## src/rtl/axi_repacketize_pkg.sv

```systemverilog
// Shared types and helpers for the AXI-Stream re-packetizer: default widths,
// the buffered beat record and the samples-per-packet normalisation.
package axi_repacketize_pkg;

   localparam int SPP_W_DEFAULT = 16;
   localparam int WIDTH_DEFAULT = 32;

   typedef struct packed {
      logic [WIDTH_DEFAULT-1:0] data;
      logic                     last;
   } beat_t;

   // A packet length of zero would never close a packet, so it behaves as one.
   function automatic logic [SPP_W_DEFAULT-1:0] spp_eff(input logic [SPP_W_DEFAULT-1:0] spp);
      return (spp == '0) ? SPP_W_DEFAULT'(1) : spp;
   endfunction

endpackage

```

## src/rtl/axi_skid_reg.sv

```systemverilog
// Two-entry registered AXI-Stream buffer (output register plus skid slot) with
// synchronous flush and asynchronous active-low reset.
module axi_skid_reg
   import axi_repacketize_pkg::*;
(
   input  logic  clk,
   input  logic  reset_n,
   input  logic  clear,
   input  beat_t in_beat,
   input  logic  in_valid,
   output logic  in_ready,
   output beat_t out_beat,
   output logic  out_valid,
   input  logic  out_ready
);

   beat_t out_q, out_d;
   beat_t skid_q, skid_d;
   logic  out_vld_q, out_vld_d;
   logic  skid_vld_q, skid_vld_d;
   logic  rdy_q, rdy_d;
   logic  push, pop;

   // Ready comes from a flop so downstream ready never reaches upstream combinationally.
   assign in_ready  = rdy_q & ~clear;
   assign push      = in_valid & in_ready;
   assign pop       = out_vld_q & out_ready;
   assign out_beat  = out_q;
   assign out_valid = out_vld_q;

   always_comb begin
      out_d      = out_q;
      skid_d     = skid_q;
      out_vld_d  = out_vld_q;
      skid_vld_d = skid_vld_q;
      if (clear) begin
         out_vld_d  = 1'b0;
         skid_vld_d = 1'b0;
      end else if (!out_vld_q || pop) begin
         if (skid_vld_q) begin
            out_d      = skid_q;
            out_vld_d  = 1'b1;
            skid_vld_d = push;
            if (push) skid_d = in_beat;
         end else begin
            out_vld_d = push;
            if (push) out_d = in_beat;
         end
      end else if (push) begin
         skid_d     = in_beat;
         skid_vld_d = 1'b1;
      end
      rdy_d = ~skid_vld_d;
   end

   always_ff @(posedge clk or negedge reset_n) begin
      if (!reset_n) begin
         out_q      <= '0;
         out_vld_q  <= 1'b0;
         skid_vld_q <= 1'b0;
         rdy_q      <= 1'b0;
      end else begin
         out_q      <= out_d;
         out_vld_q  <= out_vld_d;
         skid_vld_q <= skid_vld_d;
         rdy_q      <= rdy_d;
      end
   end

   always_ff @(posedge clk) begin
      skid_q <= skid_d;
   end

endmodule

```

## src/rtl/axi_repacketize.sv

```systemverilog
// Re-frames a sample stream into packets of spp samples by regenerating tlast,
// optionally ending packets early on input tlast. Optional statistics outputs
// are enabled by defining AXI_REPACKETIZE_STATS_EN.
module axi_repacketize
   import axi_repacketize_pkg::*;
#(
   parameter int WIDTH = WIDTH_DEFAULT,
   parameter int SPP_W = SPP_W_DEFAULT
) (
   input  logic             clk,
   input  logic             reset_n,
   input  logic             clear,
   input  logic [SPP_W-1:0] spp,
   input  logic             honor_tlast,
   input  logic [WIDTH-1:0] i_tdata,
   input  logic             i_tlast,
   input  logic             i_tvalid,
   output logic             i_tready,
   output logic [WIDTH-1:0] o_tdata,
   output logic             o_tlast,
   output logic             o_tvalid,
   input  logic             o_tready
`ifdef AXI_REPACKETIZE_STATS_EN
   ,
   output logic [31:0]      pkt_count,
   output logic [31:0]      short_count
`endif
);

   logic [SPP_W-1:0] cnt_q, cnt_d;
   logic [SPP_W-1:0] lat_q, lat_d, lat_cur;
   logic             accept, at_limit, out_last;
   beat_t            in_beat, out_beat;

   assign accept = i_tvalid & i_tready;

   // The first beat of a packet latches spp and is judged against that new length.
   always_comb begin
      lat_cur  = (cnt_q == '0) ? SPP_W'(spp_eff(SPP_W_DEFAULT'(spp))) : lat_q;
      at_limit = (cnt_q == lat_cur - 1'b1);
      out_last = at_limit | (honor_tlast & i_tlast);
      cnt_d    = cnt_q;
      lat_d    = lat_q;
      if (clear) begin
         cnt_d = '0;
      end else if (accept) begin
         lat_d = lat_cur;
         cnt_d = out_last ? '0 : cnt_q + 1'b1;
      end
   end

   always_ff @(posedge clk or negedge reset_n) begin
      if (!reset_n) begin
         cnt_q <= '0;
         lat_q <= SPP_W'(1);
      end else begin
         cnt_q <= cnt_d;
         lat_q <= lat_d;
      end
   end

   assign in_beat = '{data: i_tdata, last: out_last};

   axi_skid_reg u_skid (
      .clk      (clk),
      .reset_n  (reset_n),
      .clear    (clear),
      .in_beat  (in_beat),
      .in_valid (i_tvalid),
      .in_ready (i_tready),
      .out_beat (out_beat),
      .out_valid(o_tvalid),
      .out_ready(o_tready)
   );

   assign o_tdata = out_beat.data;
   assign o_tlast = out_beat.last;

`ifdef AXI_REPACKETIZE_STATS_EN
   function automatic logic [31:0] sat_inc(input logic [31:0] v, input logic en);
      return (en && v != '1) ? v + 32'd1 : v;
   endfunction

   // A short packet is one closed by honoured input tlast before reaching its length.
   always_ff @(posedge clk or negedge reset_n) begin
      if (!reset_n) begin
         pkt_count   <= '0;
         short_count <= '0;
      end else if (clear) begin
         pkt_count   <= '0;
         short_count <= '0;
      end else begin
         pkt_count   <= sat_inc(pkt_count, o_tvalid & o_tready & o_tlast);
         short_count <= sat_inc(short_count, accept & honor_tlast & i_tlast & ~at_limit);
      end
   end
`endif

endmodule

```

## config.mk

```make
export PLATFORM = sky130hd
export DESIGN_NAME = axi_repacketize
export DESIGN_NICKNAME = d
export VERILOG_FILES = /design/src/rtl/axi_repacketize_pkg.sv /design/src/rtl/axi_skid_reg.sv /design/src/rtl/axi_repacketize.sv
export SDC_FILE = /design/constraint.sdc
export NUM_CORES = 1
export LEC_CHECK = 0
export BUFFER_PORTS_ARGS = -buffer_cell sky130_fd_sc_hd__buf_2
export CAP_MARGIN = 20
export CORE_ASPECT_RATIO = 0.7
export CORE_MARGIN = 3
export CORE_UTILIZATION = 35
export CTS_BUF_LIST = sky130_fd_sc_hd__clkbuf_4
export DETAILED_ROUTE_END_ITERATION = 8
export GPL_ROUTABILITY_DRIVEN = 1
export GPL_TIMING_DRIVEN = 0
export PLACE_DENSITY = 0.6
export SYNTH_ARGS = -nofsm -noshare
export SYNTH_HDL_FRONTEND = slang
export SYNTH_HIERARCHICAL = 1
export SYNTH_SLANG_ARGS = --single-unit
```

## constraint.sdc

```tcl
create_clock -name clk -period 6.4 [get_ports clk]
set_input_delay 0.64 -clock clk [delete_from_list [all_inputs] [get_ports clk]]
set_output_delay 0.64 -clock clk [all_outputs]
set_load 0.02 [all_outputs]
```

# After elaboration in Yosys (flattened, before gate mapping)
# Index checks and enable logic that the tools add are counted.
# totals
ff_bits	101
latch_bits	0
ramBits	0
mem_bits_ro	0
n_memories	0
# op_classes
add_sub_neg	2
mul	0
div_mod_pow	0
n_lt_le_gt_ge	0
n_eq_ne	2
n_shift	0
n_mux	17
n_bitwise	7
reduce_logical	10
# op_table
operator	n
33-bit two-way mux	5
16-bit two-way mux	5
16-bit logical NOT	2
16-bit by 1-bit adder with 16-bit output (second input constant)	1
16-bit equality test	1
16-bit by 1-bit subtractor with 16-bit output (second input constant)	1
1-bit two-way mux	7
2-bit nonzero test	3
1-bit AND	4
2-bit AND reduction	2
3-bit AND reduction	1
2-bit by 1-bit != test with 1-bit output (second input constant)	1
1-bit inverter	2
1-bit logical NOT	1
1-bit logical OR	1
1-bit OR	1

# Depth between registers and ports, before layout
# Gate-level depths: netlist of the first run.
# logic_depth
ltp_word	9
mapped_depth	17
mapped_depth_nobuf	16

# Cells and area by module
# Netlist of the first run, hierarchy kept.
# modules_own_cells
mod	n_inst	cells_per_inst	area_each_um2
axi_skid_reg	1	153	2847.7
axi_repacketize	1	297	2676.3

# Worst setup path after synthesis of the first run
# No wires, ideal clock.
# synth_path
path_kind	input to register
from	in spp[13]
to	reg u_skid.out_q, in the netlist u_skid/out_beat[0]
arrival_time_ps	3639
slack_ps	2696
stages	15
path_buffers	1
path_cell_list	or4_1 > nor4_2 > a311o_1 > o21ai_1 > ha_1 > nand3_1 > nor4b_1 > nor3_1 > mux2_2 > a2111oi_4 > nand4_1 > buf_2 > nand2_1 > mux2_2 > mux2_2
# synth_between
elab_chain_len	8
# synth_lines
element	line	rtl
start: declaration	axi_repacketize.sv:13	input logic [SPP_W-1:0] spp,
16-bit logical NOT	axi_repacketize_pkg.sv:15	return (spp == '0) ? SPP_W_DEFAULT'(1) : spp;
16-bit two-way mux *	axi_repacketize_pkg.sv:15	
16-bit two-way mux *	axi_repacketize.sv:39	lat_cur = (cnt_q == '0) ? SPP_W'(spp_eff(SPP_W_DEFAULT'(spp))) : lat_q;
16-bit by 1-bit subtractor with 16-bit output *	axi_repacketize.sv:40	at_limit = (cnt_q == lat_cur - 1'b1);
16-bit equality test *	axi_repacketize.sv:40	
1-bit OR *	axi_repacketize.sv:41	out_last = at_limit | (honor_tlast & i_tlast);
net out_last	axi_repacketize.sv:32	logic accept, at_limit, out_last;
33-bit two-way mux *	axi_skid_reg.sv:47	if (push) out_d = in_beat;
33-bit two-way mux *	axi_skid_reg.sv:40	if (skid_vld_q) begin
end signal: assignment	axi_skid_reg.sv:63	out_q <= out_d;
end: declaration	axi_skid_reg.sv:17	beat_t out_q, out_d;
# The timed path passes the listed nets; every way through them passes the cells marked *. The select of a mux whose other input is x is not followed.
# A chain may end at the register's enable or synchronous reset.

# Worst setup path in the final report of the first run
# layout_path
from	reg cnt_q[0]
to	reg u_skid.out_q, in the netlist u_skid/out_beat[0]
# layout_between
elab_chain_len	7
# layout_lines
element	line	rtl
start: declaration	axi_repacketize.sv:30	logic [SPP_W-1:0] cnt_q, cnt_d;
start signal: assignment	axi_repacketize.sv:57	cnt_q <= cnt_d;
16-bit logical NOT	axi_repacketize.sv:39	
16-bit two-way mux	axi_repacketize.sv:39	
16-bit by 1-bit subtractor with 16-bit output	axi_repacketize.sv:40	
16-bit equality test *	axi_repacketize.sv:40	
1-bit OR *	axi_repacketize.sv:41	
net out_last	axi_repacketize.sv:32	
33-bit two-way mux *	axi_skid_reg.sv:47	
33-bit two-way mux *	axi_skid_reg.sv:40	
# Marked as above.

==> impl_metrics.ini, run 1 <==
[sta]
fmax_mhz = 223
hold_violations = 0
rsz0062_at_grt = no
setup_viol_count_final = 0
fin_crit_ns = 4.48
holdWs_ns = 0.0643
slew_violations = 0
fin_crit_sh_pct = 70.0
max_slew_margin_pct = 43.3
fin_setup_tns_ns = 0
fin_skew_ns = 0.0150
setup_slack_ns = 1.92
worst_pin_slew_ns = 0.850

[critical_path]
start_kind = flop
critPathMaxFanout = 10
crit_buf_inv = 3
path_class = flop to flop
cp-end-kind = flop
required_ns = 6.76
worstPathArrival_ns = 4.84
cp_common_cell = mux2_2
crit_slowest_cell = nor3b_1
max_stage_delay_ns = 0.47
cpLargestDelayFamily = simple AND/OR/NAND/NOR gates
crit_chain = inv_1 -> ha_1 -> nor4b_4 -> nand4_2 -> buf_2 -> mux2i_1 -> ha_1 -> nor3b_1 -> nor3_1 -> nor3_1 -> mux2_2 -> a2111oi_4 -> nand4_1 -> buf_2 -> nand2_1 -> mux2_2 -> mux2_2

[yosys]
syn_nets = 508
synth.most_common_cell = mux2_2
ys_top_cells_by_area = dfrtp_1, edfxtp_1, mux2_2
netlist.area_leader.share_pct = 30.4
ys.flop_type = dfrtp_1
ys_types = 67
ys_seq_elements = 101
synth_common_cells = mux2_2, dfrtp_1, edfxtp_1
synth_cells = 450
async_flop_share_pct = 67.3
syn_area_um2 = 5520
yosysSeqAreaShare_pct = 48.8
synth_edf_count = 33
yosysWarnings = 6
avgSynthCellArea_um2 = 12.3
yosys.area.top_type = dfrtp_1

[layout]
finalInstanceArea_um2 = 6420
finish.net_count = 610
final_util_pct = 42.7
stdcell_count = 756
layout-drive-gt1-share_pct = 40.0
area_growth_pct = 16.3
n_fill_cell = 1433

[clock_tree]
cts_max_level = 3
cts-root-buf = clkbuf_4
postCtsHoldBufs = 0
numCtsBuffers = 9
cts_buffer_depth = 2
clkSlewWorstSetupHoldPaths_ns = 0.17
numClockSinks = 101
cts_setup_buffers = 0
cts_tree = done
cts_resized = 0
insertion_delay_ns = 0.46

[floorplan]
die_y_um = 111
rows = 37
io_pins = 90
die-area_um2 = 17400
start_util_pct = 36.7
die_x_um = 156
design.core.area_um2 = 15000

[grt]
grt_max_degree = 47
grt_pass1_vias = 4032
grt_overflow = 0
grt_pass1_wl_um = 21400
track_usage_pct = 15.4
grt_antenna_before_repair = 1

[power]
leakage_nw = 2.55
finalPower_mw = 1.51
powerDensity_nw_per_um2 = 236
irDropWorstVdd_v = 0.0000762

[routing]
postRouteAntennaNets = 0
vias_per_cell = 5.29
vias = 4003
wirelength_um = 13100
route.detailed.drc = 0
wl_per_cell_um = 17.4
dr.pass1.iters = 5
dr.first_iter.drc_count = 315

[place]
port_buffers = 89
dpl.hpwl_um = 9920
dp_slack_ns = 1.97
placed_cells = 736
placed_cell_area_um2 = 6270
routabilityCongestion = 0.847

[run_status]
status = finished, final reports clean

[hold_path]
hp-class = input pin to asynchronous set/reset pin

[run]
maxCapViolCount = 0
==> report_power, final <==
group	switching (mW)	internal (mW)
registers	0.0568	0.741
clock network	0.245	0.0939
logic	0.201	0.174
==> registers in the layout (all words and copies together) (netlist names) <==
register	count
u_skid/skid_vld_q	1
cnt_q	16
u_skid/skid_q	33
lat_q	16
u_skid/out_valid	1
u_skid/out_beat	33
u_skid/rdy_q	1
==> metal layers <==
| metal | global-route usage [%] | vias up | share of wire (%) |
|---|---|---|---|
| li1 | - | 1889 | - |
| met3 | 3.28 | 10 | 5.9 |
| met4 | 3.97 | 0 | 0.93 |
| met1 | 22.5 | 1991 | 48 |
| met5 | 0 | - | 0 |
| met2 | 23.1 | 113 | 46 |
==> kinds of logic (layout without fill, tap and decap cells) <==
family | Yosys count | after routing | share of synthesized area [%]
other cells | 0 | 4 | 0
mux | 95 | 95 | 19.8
flops | 101 | 101 | 48.8
xor+xnor | 24 | 24 | 3.81
compound gates | 62 | 62 | 8.22
simple gates | 132 | 132 | 15.2
buf+inv | 32 | 139 | 3.37
fa+ha+maj | 4 | 4 | 0.861
==> worst reg2reg max path: stages (launching register included) <==
cell	delay [ns]
dfrtp_1	0.46
inv_1	0.12
ha_1	0.16
nor4b_4	0.42
nand4_2	0.41
buf_2	0.34
mux2i_1	0.24
ha_1	0.26
nor3b_1	0.47
nor3_1	0.12
nor3_1	0.19
mux2_2	0.21
a2111oi_4	0.05
nand4_1	0.12
buf_2	0.23
nand2_1	0.10
mux2_2	0.26
mux2_2	0.26
==> final cells by class <==
cell class                      count  area [um^2]  share of cell area (%)
Sequential cell                   101         2690                    41.9
Multi-Input combinational cell    317         2640                    41.2
Timing Repair Buffer               91          503                    7.83
Tap cell                          195          244                    3.80
Buffer                             24          156                    2.44
Clock inverter                      7         73.8                    1.15
Clock buffer                        9         67.6                    1.05
Inverter                            8         30.0                   0.468
Antenna cell                        4         10.0                   0.156
==> layout by cell type (no fill, tap or decap), drive strengths merged, types with 15 or more instances in the layout <==
| cell | count |
|---|---|
| nor2 | 15 |
| nand3 | 21 |
| nor3 | 15 |
| mux2 | 79 |
| o21ai | 16 |
| edfxtp | 33 |
| nand2 | 24 |
| mux2i | 16 |
| xnor2 | 18 |
| dfrtp | 67 |
| clkbuf | 18 |
| buf | 106 |
==> worst paths after layout <==
kind | start | cells after the start | endpoint | slack [ns]
worst min register to register | u_skid/out_beat[30] | 1 | u_skid/out_beat[30] | 0.52
worst min-delay path | reset_n | 1 | cnt_q[1] | 0.06
min in group clk | i_tdata[28] | 1 | u_skid/skid_q[29] | 0.35
max in group asynchronous | reset_n | 2 | u_skid/out_beat[28] | 5.78
worst max-delay path | cnt_q[0] | 17 | u_skid/out_beat[0] | 1.92
worst max register to register | cnt_q[0] | 17 | u_skid/out_beat[0] | 1.92
Note: power is estimated with default switching activity, not from simulation.
==> run 2: changes to the inputs <==
PLACE_DENSITY = 0.62   (was 0.6)
clock period = 3.8 ns   (was 6.4 ns; I/O delays follow)
==> impl_metrics.ini, run 2 (synthesis results as in run 1) <==
[grt]
track_usage_pct = 15.3
grt_overflow = 0
grt_antenna_before_repair = 1
grt_pass1_wl_um = 21500
grt_max_degree = 48
grt_pass1_vias = 4036

[critical_path]
worstRegToRegCells = 19
crit_slowest_cell = dfrtp_1
worstPathArrival_ns = 4.02
start_kind = flop
required_ns = 4.16
cp_common_cell = buf_4
r2r-start = cnt_q[0]
crit_chain = inv_1 -> ha_1 -> nor4b_4 -> buf_4 -> buf_4 -> and4_4 -> buf_8 -> o21ai_4 -> ha_4 -> nand3_4 -> nor4b_2 -> nor3_1 -> mux2_2 -> a2111oi_4 -> nand4_1 -> buf_6 -> buf_4 -> nand3b_1 -> mux2i_1
cp-end-kind = flop
max_stage_delay_ns = 0.44
crit_start = cnt_q[0]
path_class = flop to flop
critPathMaxFanout = 10

[place]
dpl.hpwl_um = 9800
port_buffers = 89
placed_cell_area_um2 = 6270
dp_slack_ns = -0.492
routabilityCongestion = 0.886
placed_cells = 736

[floorplan]
die_y_um = 111
start_util_pct = 36.7
design.core.area_um2 = 15000
die_x_um = 156
die-area_um2 = 17400
rows = 37
io_pins = 90

[layout]
n_fill_cell = 1406
final_util_pct = 44.4
finish.net_count = 625
layout-drive-gt1-share_pct = 43.7
multiInputGateArea_um2 = 2760
final_cell_mix = buf_2, mux2_2, dfrtp_1
area_growth_pct = 21.0
stdcell_count = 768
final_common_cell = buf_2
regArea_um2 = 2690
finalInstanceArea_um2 = 6690

[power]
seqPwrFrac_pct = 51.4
power_frac_clock_pct = 22.9
comb_power_share_pct = 25.6
finalPower_mw = 2.62
p_int_mw = 1.73
leakage_nw = 2.66
irDropWorstVdd_v = 0.000206
switching_share_pct = 34.2
powerDensity_nw_per_um2 = 392
switchingPower_mw = 0.895

[clock_tree]
cts_buffer_depth = 2
clkSlewWorstSetupHoldPaths_ns = 0.20
insertion_delay_ns = 0.47
numClockSinks = 101
cts-root-buf = clkbuf_4
numCtsBuffers = 9
cts_max_level = 3
cts_tree = done

[hold_path]
holdCritStartpoint = i_tdata[18]
hold_depth = 1
hp-class = input pin to flop

[sta]
fmax_mhz = 273
fin_skew_ns = 0.0268
hold_violations = 0
max_slew_margin_pct = 33.5
slew_violations = 0
fin_crit_ns = 3.66
fin_setup_tns_ns = 0
worst_pin_slew_ns = 0.997
setup_viol_count_final = 0
setup_slack_ns = 0.143
fin_crit_sh_pct = 96.2
holdWs_ns = 0.0813

[routing]
postRouteAntennaNets = 0
dr.first_iter.drc_count = 317
wl_per_cell_um = 17.6
vias_per_cell = 5.37
dr.pass1.iters = 5
wirelength_um = 13500
route.detailed.drc = 0
vias = 4126

[run]
maxCapViolCount = 0

[run_status]
status = finished, final reports clean
run 2: cell count changes in the layout (fill, tap and decap cells not counted), moves of 2 or more:
cell     previous run  this run
nor3_1             12        10
nor4_2              1         3
diode_2             4         1
buf_4               5        19
buf_8               0         2
nor4_1              7         5
buf_6               6         8
buf_2              93        90
run 2: power by group through the flow:
| stage | logic, mW | registers [mW] | clock network [mW] |
|---|---|---|---|
| floorplan | 0.328 | 1.44 | 0 |
| global placement | 0.618 | 1.36 | 0 |
| detailed placement | 0.636 | 1.37 | 0 |
| CTS | 0.648 | 1.35 | 0.624 |
| global route | 0.722 | 1.37 | 0.663 |
| finish | 0.672 | 1.35 | 0.601 |
run 2: layer usage:
metal / global-route usage (%) / up-vias / share of wire [%]
met5: 0 / - / 0
met4: 3.21 / 0 / 1.2
met3: 2.65 / 14 / 6.0
met2: 23.7 / 133 / 47
met1: 22.5 / 2047 / 46
li1: - / 1932 / -
run 2: final timing paths:
kind | end | slack, ns
setup / recovery | cnt_q[10] | 0.14
hold / removal | u_skid/skid_q[19] | 0.08
setup reg to reg | cnt_q[10] | 0.14
hold reg to reg | u_skid/out_beat[0] | 0.53
max in group asynchronous | u_skid/rdy_q | 2.90
min in group asynchronous | cnt_q[0] | 0.33
run 2: area by class of cell:
type | instances | area share, %
diodes | 1 | 0.0374
clock inverters | 7 | 1.22
clock buffers | 9 | 1.01
multi-input cells | 317 | 41.3
plain buffers | 23 | 2.73
inverters | 8 | 0.449
repair buffers | 107 | 9.36
flip-flops and latches | 101 | 40.3
well taps | 195 | 3.65
run 2: worst max-delay path: cells and delay by family, from the launching register on:
family	cells	cell delay, ns
AO/OA/AOI/OAI	2	0.37
adder cells (fa/ha/maj)	2	0.35
buffers and inverters	6	0.91
flip-flops	1	0.44
multiplexers	2	0.35
AND/OR/NAND/NOR	7	1.13
run 2: what timing repair did:
| item | in CTS | in global routing |
|---|---|---|
| buffers inserted | 8 | 7 |
| gates resized for setup | 8 | 22 |
| hold buffers | 1 | 0 |
| setup endpoints to repair | 18 | 18 |
| pin swaps | 5 | 7 |
| endpoints found under the hold margin | 20 | 0 |
==> run 3: changes to the inputs <==
BUFFER_PORTS_ARGS = not set   (was -buffer_cell sky130_fd_sc_hd__buf_2)
DONT_BUFFER_PORTS = 1   (was not set)
PLACE_DENSITY = 0.55   (was 0.62)
clock period = 4.2 ns   (was 3.8 ns; I/O delays follow)
==> impl_metrics.ini, run 3 (synthesis results as in run 1) <==
[run_status]
status = finished, final reports clean

[clock_tree]
cts_max_level = 3
numClockSinks = 101
clkSlewWorstSetupHoldPaths_ns = 0.17
insertion_delay_ns = 0.50
cts-root-buf = clkbuf_4
cts_tree = done
numCtsBuffers = 9
cts_buffer_depth = 2

[floorplan]
design.core.area_um2 = 15000
start_util_pct = 36.7
die-area_um2 = 17400
rows = 37
die_x_um = 156
die_y_um = 111
io_pins = 90

[power]
leakage_nw = 2.40
powerDensity_nw_per_um2 = 353
irDropWorstVdd_v = 0.000129
finalPower_mw = 2.27

[critical_path]
cpLargestDelayFamily = simple AND/OR/NAND/NOR gates
r2r_end = cnt_q[5]
crit_slowest_cell = dfrtp_1
cp-end-kind = flop
cp_common_cell = buf_4
reg2reg_setup_slack_ns = 0.25
critPathMaxFanout = 10
start_kind = flop
path_class = flop to flop
r2r-start = cnt_q[0]
crit_chain = inv_1 -> ha_1 -> nor4b_4 -> buf_4 -> buf_4 -> and4_4 -> buf_4 -> o21ai_2 -> ha_2 -> nand3_1 -> nor4b_1 -> nor3_1 -> mux2_2 -> a2111oi_4 -> nand4_1 -> buf_2 -> nand2_2 -> o22ai_1
worstPathArrival_ns = 4.33
required_ns = 4.59
crit_buf_inv = 5
worstRegToRegCells = 18
max_stage_delay_ns = 0.46

[layout]
n_fill_cell = 1375
finish.net_count = 565
final_cell_mix = mux2_2, dfrtp_1, dlygate4sd3_1
area_growth_pct = 16.7
final_util_pct = 42.9
finalInstanceArea_um2 = 6450
layout-drive-gt1-share_pct = 28.7
final_common_cell = mux2_2
stdcell_count = 709

[routing]
vias = 3852
dr.first_iter.drc_count = 344
wirelength_um = 13500
dr.pass1.iters = 5
vias_per_cell = 5.43
wl_per_cell_um = 19.1
postRouteAntennaNets = 0
route.detailed.drc = 0

[hold_path]
hold_end = lat_q[3]
hp-class = input pin to flop
hold_depth = 1
holdCritStartpoint = spp[3]

[run]
maxCapViolCount = 0

[place]
dpl.hpwl_um = 9430
dp_slack_ns = -0.204
placed_cell_area_um2 = 5800
placed_cells = 646
routabilityCongestion = 0.920
port_buffers = 0

[grt]
grt_antenna_before_repair = 1
track_usage_pct = 15.7
grt_pass1_wl_um = 21500
grt_overflow = 0
grt_max_degree = 69
grt_pass1_vias = 3811

[sta]
max_slew_margin_pct = 44.4
fin_crit_ns = 3.95
slew_violations = 0
setup_viol_count_final = 0
setup_slack_ns = 0.252
rsz0062_at_grt = no
holdWs_ns = 0.0642
worst_pin_slew_ns = 0.835
fin_crit_sh_pct = 94.0
hold_violations = 0
fin_skew_ns = 0.0145
fin_setup_tns_ns = 0
fmax_mhz = 253
run 3: cell types whose count changed in the layout (fill, tap and decap cells not counted), moves of 2 or more:
cell           delta
nor3_2            -2
buf_6             -2
dlygate4sd3_1    +34
buf_4             -6
nor3_1            +2
buf_2            -87
run 3: worst max-delay path by stage:
| stage | start | to | slack (ns) | cells past startpoint |
|---|---|---|---|---|
| 6_report | cnt_q[0] | cnt_q[5] | 0.25 | 18 |
| 5_1_grt | cnt_q[0] | cnt_q[5] | 0.005 | 18 |
| 4_1_cts | cnt_q[4] | u_skid/out_beat[0] | 0.01 | 16 |
| 3_5_place_dp | cnt_q[0] | u_skid/out_beat[0] | -0.20 | 17 |
| 3_3_place_gp | cnt_q[0] | u_skid/out_beat[0] | -0.15 | 16 |
| 2_1_floorplan | cnt_q[0] | u_skid/out_beat[0] | 0.59 | 17 |
run 3: layout make-up:
class,count,area [um^2],share of cell area [%]
flip-flops and latches,101,2690,41.8
multi-input cells,317,2680,41.6
repair buffers,46,473,7.33
well taps,195,244,3.78
plain buffers,24,169,2.62
clock inverters,7,83.8,1.30
clock buffers,9,67.6,1.05
inverters,8,30.0,0.466
diodes,2,5.00,0.0776
run 3: what timing repair did:
item                                   4_1_cts  5_1_grt
endpoints found under the hold margin      104        0
pin swaps                                    0        4
setup endpoints to repair                   18       18
buffers inserted                             2        7
gates resized for setup                      2       10
hold buffers                                36        0
run 3: power breakdown:
part	total, mW	switching (mW)	leakage [nW]	internal (mW)
sequential	1.32	0.193	1.14	1.13
combinational	0.415	0.182	1.19	0.233
clock	0.538	0.389	0.0824	0.148
run 3: worst reg2reg max path, cell delays in order, from the launching register on:
cell and delay [ns]:
dfrtp_1 0.46, inv_1 0.12, ha_1 0.17, nor4b_4 0.18, buf_4 0.19, buf_4 0.13, and4_4 0.27, buf_4 0.20
o21ai_2 0.10, ha_2 0.22, nand3_1 0.15, nor4b_1 0.31, nor3_1 0.10, mux2_2 0.30, a2111oi_4 0.27, nand4_1 0.16
buf_2 0.23, nand2_2 0.17, o22ai_1 0.14
run 3: routing by layer:
layer	vias to the layer above	GRT usage (%)	wire length, um
met5	-	0	0
met4	0	4.20	170
met3	14	4.25	846
met2	125	23.1	6040
met1	1904	22.8	6480
li1	1809	-	-
